[src/rtl/ldl_sfifo_v2_if.sv]
// Stream-side port bundle of ldl_sfifo_v2: write/read handshakes, data, status flags.
// The master drives requests, the slave (the FIFO) drives data and status.
interface ldl_sfifo_v2_if #(
  parameter int DW    = 8,
  parameter int DEPTH = 16
);
  localparam int AW = $clog2(DEPTH);

  logic          clr;
  logic          we;
  logic [DW-1:0] din;
  logic          re;
  logic [DW-1:0] dout;
  logic          dvld;
  logic          empty;
  logic          full;
  logic          aempty;
  logic          afull;
  logic [AW:0]   cnt;
  logic          ovf;
  logic          udf;

  modport master (
    output clr, we, din, re,
    input  dout, dvld, empty, full, aempty, afull, cnt, ovf, udf
  );

  modport slave (
    input  clr, we, din, re,
    output dout, dvld, empty, full, aempty, afull, cnt, ovf, udf
  );
endinterface

[src/rtl/ldl_sfifo_v2.sv]
// Single-clock FIFO of any depth, with FWFT or registered-read output, registered
// occupancy/flags, synchronous flush and overflow/underflow pulses.
module ldl_sfifo_v2 #(
  parameter int DW     = 8,
  parameter int DEPTH  = 16,
  parameter bit FWFT   = 1'b1,
  parameter int AF_LVL = DEPTH - 2,
  parameter int AE_LVL = 2
) (
  input  logic           clk,
  input  logic           rst,
  ldl_sfifo_v2_if.slave  f
);
  localparam int AW = $clog2(DEPTH);
  localparam int CW = AW + 1;

  generate
    if (DEPTH < 2) begin : g_bad_depth
      $error("ldl_sfifo_v2: DEPTH must be >= 2");
    end
    if (AF_LVL < 1 || AF_LVL > DEPTH) begin : g_bad_af
      $error("ldl_sfifo_v2: AF_LVL out of range 1..DEPTH");
    end
    if (AE_LVL < 0 || AE_LVL > DEPTH - 1) begin : g_bad_ae
      $error("ldl_sfifo_v2: AE_LVL out of range 0..DEPTH-1");
    end
  endgenerate

  logic [DW-1:0] mem [DEPTH];
  logic [AW-1:0] wp, rp, wp_nxt, rp_nxt;
  logic [CW-1:0] cnt_nxt;
  logic          wr_ok, rd_ok;

  // Acceptance uses only registered flags, so no input reaches a flag combinationally.
  always_comb begin
    wr_ok   = f.we & ~f.full  & ~f.clr;
    rd_ok   = f.re & ~f.empty & ~f.clr;
    wp_nxt  = wp;
    rp_nxt  = rp;
    cnt_nxt = f.cnt;
    if (f.clr) begin
      wp_nxt  = '0;
      rp_nxt  = '0;
      cnt_nxt = '0;
    end else begin
      if (wr_ok) wp_nxt = (wp == AW'(DEPTH - 1)) ? '0 : wp + 1'b1;
      if (rd_ok) rp_nxt = (rp == AW'(DEPTH - 1)) ? '0 : rp + 1'b1;
      cnt_nxt = f.cnt + CW'(wr_ok) - CW'(rd_ok);
    end
  end

  always_ff @(posedge clk) begin
    if (wr_ok) mem[wp] <= f.din;
  end

  always_ff @(posedge clk or negedge rst) begin
    if (!rst) begin
      wp       <= '0;
      rp       <= '0;
      f.cnt    <= '0;
      f.empty  <= 1'b1;
      f.full   <= 1'b0;
      f.aempty <= 1'b1;
      f.afull  <= 1'b0;
      f.ovf    <= 1'b0;
      f.udf    <= 1'b0;
      f.dout   <= '0;
      f.dvld   <= 1'b0;
    end else begin
      wp       <= wp_nxt;
      rp       <= rp_nxt;
      f.cnt    <= cnt_nxt;
      f.empty  <= (cnt_nxt == '0);
      f.full   <= (cnt_nxt == CW'(DEPTH));
      f.aempty <= (cnt_nxt <= CW'(AE_LVL));
      f.afull  <= (cnt_nxt >= CW'(AF_LVL));
      f.ovf    <= f.we & f.full  & ~f.clr;
      f.udf    <= f.re & f.empty & ~f.clr;
      if (f.clr) begin
        f.dvld <= 1'b0;
      end else if (FWFT) begin
        f.dvld <= (cnt_nxt != '0);
        // Next head is being written this cycle only when the FIFO drains to it.
        if (cnt_nxt != '0)
          f.dout <= (wr_ok && rp_nxt == wp) ? f.din : mem[rp_nxt];
      end else begin
        f.dvld <= rd_ok;
        if (rd_ok) f.dout <= mem[rp];
      end
    end
  end
endmodule

[src/flat_wrapper.sv]
// flat-port wrapper written by rule: the top's interface ports become plain ports
module ldl_sfifo_v2_flat 
#(
  parameter int DW     = 8,
  parameter int DEPTH  = 16,
  parameter bit FWFT   = 1'b1,
  parameter int AF_LVL = DEPTH - 2,
  parameter int AE_LVL = 2
)
  (clk, rst, f_clr, f_we, f_din, f_re, f_dout, f_dvld, f_empty, f_full, f_aempty, f_afull, f_cnt, f_ovf, f_udf);
  ldl_sfifo_v2_if #(.DW(DW), .DEPTH(DEPTH)) f_i ();
  input  logic clk;
  input  logic rst;
  input wire logic [$bits(f_i.clr)-1:0] f_clr;
  input wire logic [$bits(f_i.we)-1:0] f_we;
  input wire logic [$bits(f_i.din)-1:0] f_din;
  input wire logic [$bits(f_i.re)-1:0] f_re;
  output wire logic [$bits(f_i.dout)-1:0] f_dout;
  output wire logic [$bits(f_i.dvld)-1:0] f_dvld;
  output wire logic [$bits(f_i.empty)-1:0] f_empty;
  output wire logic [$bits(f_i.full)-1:0] f_full;
  output wire logic [$bits(f_i.aempty)-1:0] f_aempty;
  output wire logic [$bits(f_i.afull)-1:0] f_afull;
  output wire logic [$bits(f_i.cnt)-1:0] f_cnt;
  output wire logic [$bits(f_i.ovf)-1:0] f_ovf;
  output wire logic [$bits(f_i.udf)-1:0] f_udf;
  assign f_i.clr = f_clr;
  assign f_i.we = f_we;
  assign f_i.din = f_din;
  assign f_i.re = f_re;
  assign f_dout = f_i.dout;
  assign f_dvld = f_i.dvld;
  assign f_empty = f_i.empty;
  assign f_full = f_i.full;
  assign f_aempty = f_i.aempty;
  assign f_afull = f_i.afull;
  assign f_cnt = f_i.cnt;
  assign f_ovf = f_i.ovf;
  assign f_udf = f_i.udf;
  ldl_sfifo_v2 #(.DW(DW), .DEPTH(DEPTH), .FWFT(FWFT), .AF_LVL(AF_LVL), .AE_LVL(AE_LVL)) u_core (.clk(clk), .rst(rst), .f(f_i));
endmodule
[config.mk]
export PLATFORM = sky130hd
export DESIGN_NAME = ldl_sfifo_v2_flat
export DESIGN_NICKNAME = d
export VERILOG_FILES = /design/src/rtl/ldl_sfifo_v2_if.sv /design/src/rtl/ldl_sfifo_v2.sv /design/src/flat_wrapper.sv
export SDC_FILE = /design/constraint.sdc
export NUM_CORES = 1
export LEC_CHECK = 0
export BUFFER_PORTS_ARGS = -buffer_cell sky130_fd_sc_hd__buf_2
export CAP_MARGIN = 20
export CORE_MARGIN = 2
export CORE_UTILIZATION = 53
export CTS_CLUSTER_SIZE = 16
export DETAILED_ROUTE_END_ITERATION = 10
export PLACE_DENSITY = 0.82
export SLEW_MARGIN = 20
export SYNTH_ARGS = -nofsm -noshare
export SYNTH_HDL_FRONTEND = slang
export SYNTH_SLANG_ARGS = --single-unit
[constraint.sdc]
create_clock -name clk -period 4.8 [get_ports clk]
set_input_delay 0.96 -clock clk [delete_from_list [all_inputs] [get_ports clk]]
set_output_delay 0.96 -clock clk [all_outputs]
set_load 0.01 [all_outputs]
# Word level (Yosys, flattened, before mapping)
# Memories as Yosys holds them, arrays and structs flattened. A register that Yosys moved wholly into a read port is not among the register bits.
# Index checks and enable logic that the tools add are counted.
[totals] ff_bits=20 mem_bits_rw=128 input_bits=13 memories=1
[memory_table] name="u_core.mem" depth=16 width=8 rd=1 rd_ports_with_merged_regs=1 write_ports=1 line_no="ldl_sfifo_v2.sv:29" text="logic [DW-1:0] mem [DEPTH];"
[classes] n_addsub=4 n_lt_le_gt_ge=2 n_eq_ne=3 n_mux=10 n_bitwise=11 reduce_logical=5
[op_table] op="$mux W4" count=6
[op_table] op="$add A4 B1 Y4 const B" count=2
[op_table] op="$and A1 B1 Y1" count=8
[op_table] op="$eq A4 B4 Y1 const B" count=2
[op_table] op="$add A5 B1 Y5" count=1
[op_table] op="$eq A5 B5 Y1 const B" count=1
[op_table] op="$ge A5 B4 Y1 const B" count=1
[op_table] op="$le A5 B2 Y1 const B" count=1
[op_table] op="$logic_not A5 Y1" count=1
[op_table] op="$mux W5" count=1
[op_table] op="$reduce_bool A5 Y1" count=1
[op_table] op="$sub A5 B1 Y5" count=1
[op_table] op="$mux W1" count=3
[op_table] op="$not A1 Y1" count=3
[op_table] op="$reduce_and A2 Y1" count=1
[op_table] op="$reduce_bool A2 Y1" count=1
[op_table] op="$logic_not A1 Y1" count=1

# Depth between registers and ports, before layout
[logic_depth] depth_word=8 mapped_depth=16 depth_no_buf=14

# Least setup slack after synthesis
# No wires, ideal clock.
[synth_timing] path_type="input port to flip-flop" start="in f_clr" end="reg u_core.f.dout[1] (read register of u_core.mem)" arrival_time_ns=3.843 setup_slack_ns=0.828 cell_stages=16 n_path_buf=3 cell_sequence="clkbuf_1 -> buf_1 -> nor2_1 -> ha_1 -> inv_1 -> ha_1 -> fa_1 -> a21o_1 -> a21oi_1 -> xnor2_1 -> a21oi_1 -> buf_2 -> clkinv_1 -> or2_2 -> o22ai_1 -> a31oi_1"
[synth_between] elab_chain_len=7
[synth_lines] item="from (decl)" line_no="flat_wrapper.sv:14" text="input wire logic [$bits(f_i.clr)-1:0] f_clr;"
[synth_lines] item="$not A1 Y1" line_no="ldl_sfifo_v2.sv:36, ldl_sfifo_v2.sv:37"
[synth_lines] item="$and A1 B1 Y1" line_no="ldl_sfifo_v2.sv:36" text="wr_ok = f.we & ~f.full & ~f.clr;"
[synth_lines] item="$add A5 B1 Y5" line_no="ldl_sfifo_v2.sv:48" text="cnt_nxt = f.cnt + CW'(wr_ok) - CW'(rd_ok);"
[synth_lines] item="$sub A5 B1 Y5" line_no="ldl_sfifo_v2.sv:48"
[synth_lines] item="$mux W5" line_no="ldl_sfifo_v2.sv:41" text="if (f.clr) begin"
[synth_lines] item="$reduce_bool A5 Y1" line_no="ldl_sfifo_v2.sv:84" text="if (cnt_nxt != '0)"
[synth_lines] item="$reduce_and A2 Y1 (no line)"
[synth_lines] item="to (decl)" line_no="ldl_sfifo_v2_if.sv:30" text="output dout, dvld, empty, full, aempty, afull, cnt, ovf, udf"
# Several ways; a longest one is shown, not always the timed one.
# A chain may end at the register's enable or synchronous reset.

# Worst setup path in the final report
# Ends and elaborated chain as after synthesis.

==> results.yml <==
clocking:
  clockBufferDepth: 2
  path_clk_slew_ps: 60
  cts_tree: "done"
  cts_resized: 0
  hold_buffers: 0
  cts.sinks: 156
  cts_buffers: 17
  htreeDepth: 4
  clock_latency_ps: 430
  cts_root_buf: "clkbuf_16"
  post_cts_buffers: 0
worst_setup_path:
  r2r-start: "u_core.f.empty"
  endpoint: "u_core.f.dout[1]"
  crit_fanout: 26
  cp-start-kind: "primary input"
  cp-startpoint: "f_clr"
  crit_slowest_cell: "fa_1"
  path_class: "in2reg"
  r2r-end: "u_core.f.dout[1]"
  r2r_slack_ps: 1220
  slowest_delay_ps: 410
  crit_chain: "buf_2, nor2_1, ha_1, inv_1, ha_1, fa_1, a21o_1, a21oi_1, xnor2_1, a21oi_1, buf_4, clkinv_1, or2_2, o22ai_1, a31oi_1"
  required_ps: 5070
  arrival_ps: 4030
  end_kind: "flip-flop"
  r2r_cells: 15
timing:
  skew_ps: 8.89
  rsz0062_at_grt: "false"
  min_period_ps: 3760
  maxSlewHeadroom_pct: 40.7
  tns_ps: 0
  layout_setup_ws_ps: 1040
  tightest_slew_ps: 887
  drv_slew: 0
  fin_crit_sh_pct: 78.3
  hold_viol_final: 0
  setup_viol: 0
  fmax_mhz: 266
synthesis:
  synth_async_sr_flop_share_pct: 17.9
  syn-cell-area_mm2: 0.00663
  yosysWarnings: 0
  synth_seq_cells: 156
  synth_commonest_cells: "edfxtp_1, nand2_1, nor2_1, nand3_1, dfrtp_1"
  synth_edf_count: 128
  synth_top_area_share_pct: 58.0
  synth_ff_type: "edfxtp_1"
  syn_inst: 517
  ys_top_cells_by_area: "edfxtp_1, dfrtp_1, nand2_1"
  synth_area_per_cell_um2: 12.8
  ys_types: 51
  yosys.cell_count.top_type: "edfxtp_1"
  syn_nets: 541
  synth_area_leader_cell: "edfxtp_1"
  synth-seq-area-share_pct: 68.6
power:
  ir_worst_vdd_mv: 0.280
  p_per_area_mw_per_mm2: 502
  p_leak_nw: 2.70
place:
  hpwl_um: 9310
  io_buffer_count: 32
  globalplace.congestion: 0.946
  place_ws_ps: 713
die:
  pin_count: 33
  die-area_mm2: 0.0134
  rows: 40
  die_x_um: 116
  core_area_mm2: 0.0121
  die_h_um: 116
  start_util_pct: 54.8
route:
  initialDrtViolationCount: 565
  dr.pass1.iters: 5
  post_drt_via_cell_ratio: 6.03
  ant_nets: 0
  wirelength_um: 14900
  drc_errors: 0
  wire_per_inst_um: 20.4
  vias: 4415
global_routing:
  grt_pass1_vias: 4259
  grt_pass1_wl_um: 22800
  antenna_found_initial: 0
  grt_usage_pct: 23.4
  grt_overflow: 0
  grt_max_degree: 52
run:
  cap_viol_max_count: 0
final_layout:
  area_delta_synth_final_pct: 14.2
  multi_input_area_mm2: 0.00193
  fin_nets: 575
  n_antenna_cell: 0
  drive_gt1_share_pct: 15.1
  ff_latch_area_mm2: 0.00455
  nFillCells: 900
outcome:
  status: "completed"
min_path:
  hold_path_class: "reg2reg"
[critical path, delay by kind of cell]
family	cells	cell delay, ps
xor+xnor	1	110
buf+inv	4	800
compound gates	5	790
fa+ha+maj	3	920
simple gates	2	430
[power by group]
group	switching, mW	internal (mW)
clock	0.536	0.873
combinational	0.475	0.291
sequential	0.0629	1.56
[registers in the layout, indices dropped and copies added (netlist names)]
name / flops
u_core.f.aempty: 1
u_core.f.afull: 1
u_core.f.cnt: 5
u_core.f.dout: 8
u_core.f.dvld: 1
u_core.f.empty: 1
u_core.f.full: 1
u_core.f.ovf: 1
u_core.f.udf: 1
u_core.mem: 128
u_core.rp: 4
u_core.wp: 4
[cell families (layout without fill, tap and decap cells)]
| logic type | count (synthesis) | count (layout) | synth area share [%] |
|---|---|---|---|
| and+or+nand+nor | 204 | 204 | 13.8 |
| DFF | 156 | 156 | 68.6 |
| adders and majority gates | 11 | 11 | 2.19 |
| muxes | 21 | 21 | 3.17 |
| buffers and inverters | 38 | 85 | 2.66 |
| AOI/OAI and AO/OA | 76 | 76 | 8.23 |
| xor gates and xnor gates | 11 | 11 | 1.45 |
[per-layer routing]
layer,GRT usage (%),vias to the layer above,share of wire (%)
met5,0,-,0
li1,-,1970,-
met3,5.81,34,8.4
met4,8.17,0,2.3
met1,31.4,2170,40
met2,37.7,241,49
[through the flow]
stage | hold WS [ps] | cell area (um2) | util (%) | total power [mW] | instances
6_report | 519 | 7570 | 62.5 | 3.80 | 732
3_5_place_dp | 511 | 6940 | 57.3 | 2.40 | 700
3_3_place_gp | 505 | 6940 | 57.3 | 2.36 | 700
4_1_cts | 520 | 7560 | 62.4 | 3.80 | 732
2_1_floorplan | 500 | 6630 | - | 2.15 | 517
5_1_grt | 540 | 7570 | 62.5 | 3.94 | 732
[cell usage in the layout (no fill, tap or decap), drive strengths merged, types with 7 or more instances in the layout]
cell and n:
dfrtp 26, ha 10, edfxtp 128, a221oi 9, nand2b 7, a32oi 8
mux2i 21, inv 15, nor2 30, nand2 105, nor3 12, a21oi 21
buf 41, a31oi 14, clkbuf 19, nand3 27
[how the worst min path moves through the flow]
stage,from,endpoint,slack (ps),cells after the start
CTS,u_core.f.empty,u_core.f.udf,520,2
detailed placement,u_core.f.empty,u_core.f.udf,510,2
global placement,u_core.f.empty,u_core.f.udf,510,2
finish,u_core.f.empty,u_core.f.udf,520,2
global route,u_core.f.empty,u_core.f.udf,540,2
floorplan,u_core.f.empty,u_core.f.udf,500,2
[layout make-up]
cell class	count	share of cell area (%)
clock buffer	19	5.72
multi-input combinational	323	25.4
inverter	12	0.595
timing repair buffer	41	3.01
tap	168	2.78
clock inverter	13	2.44
sequential	156	60.0
Power figures use the tool's default switching activity.
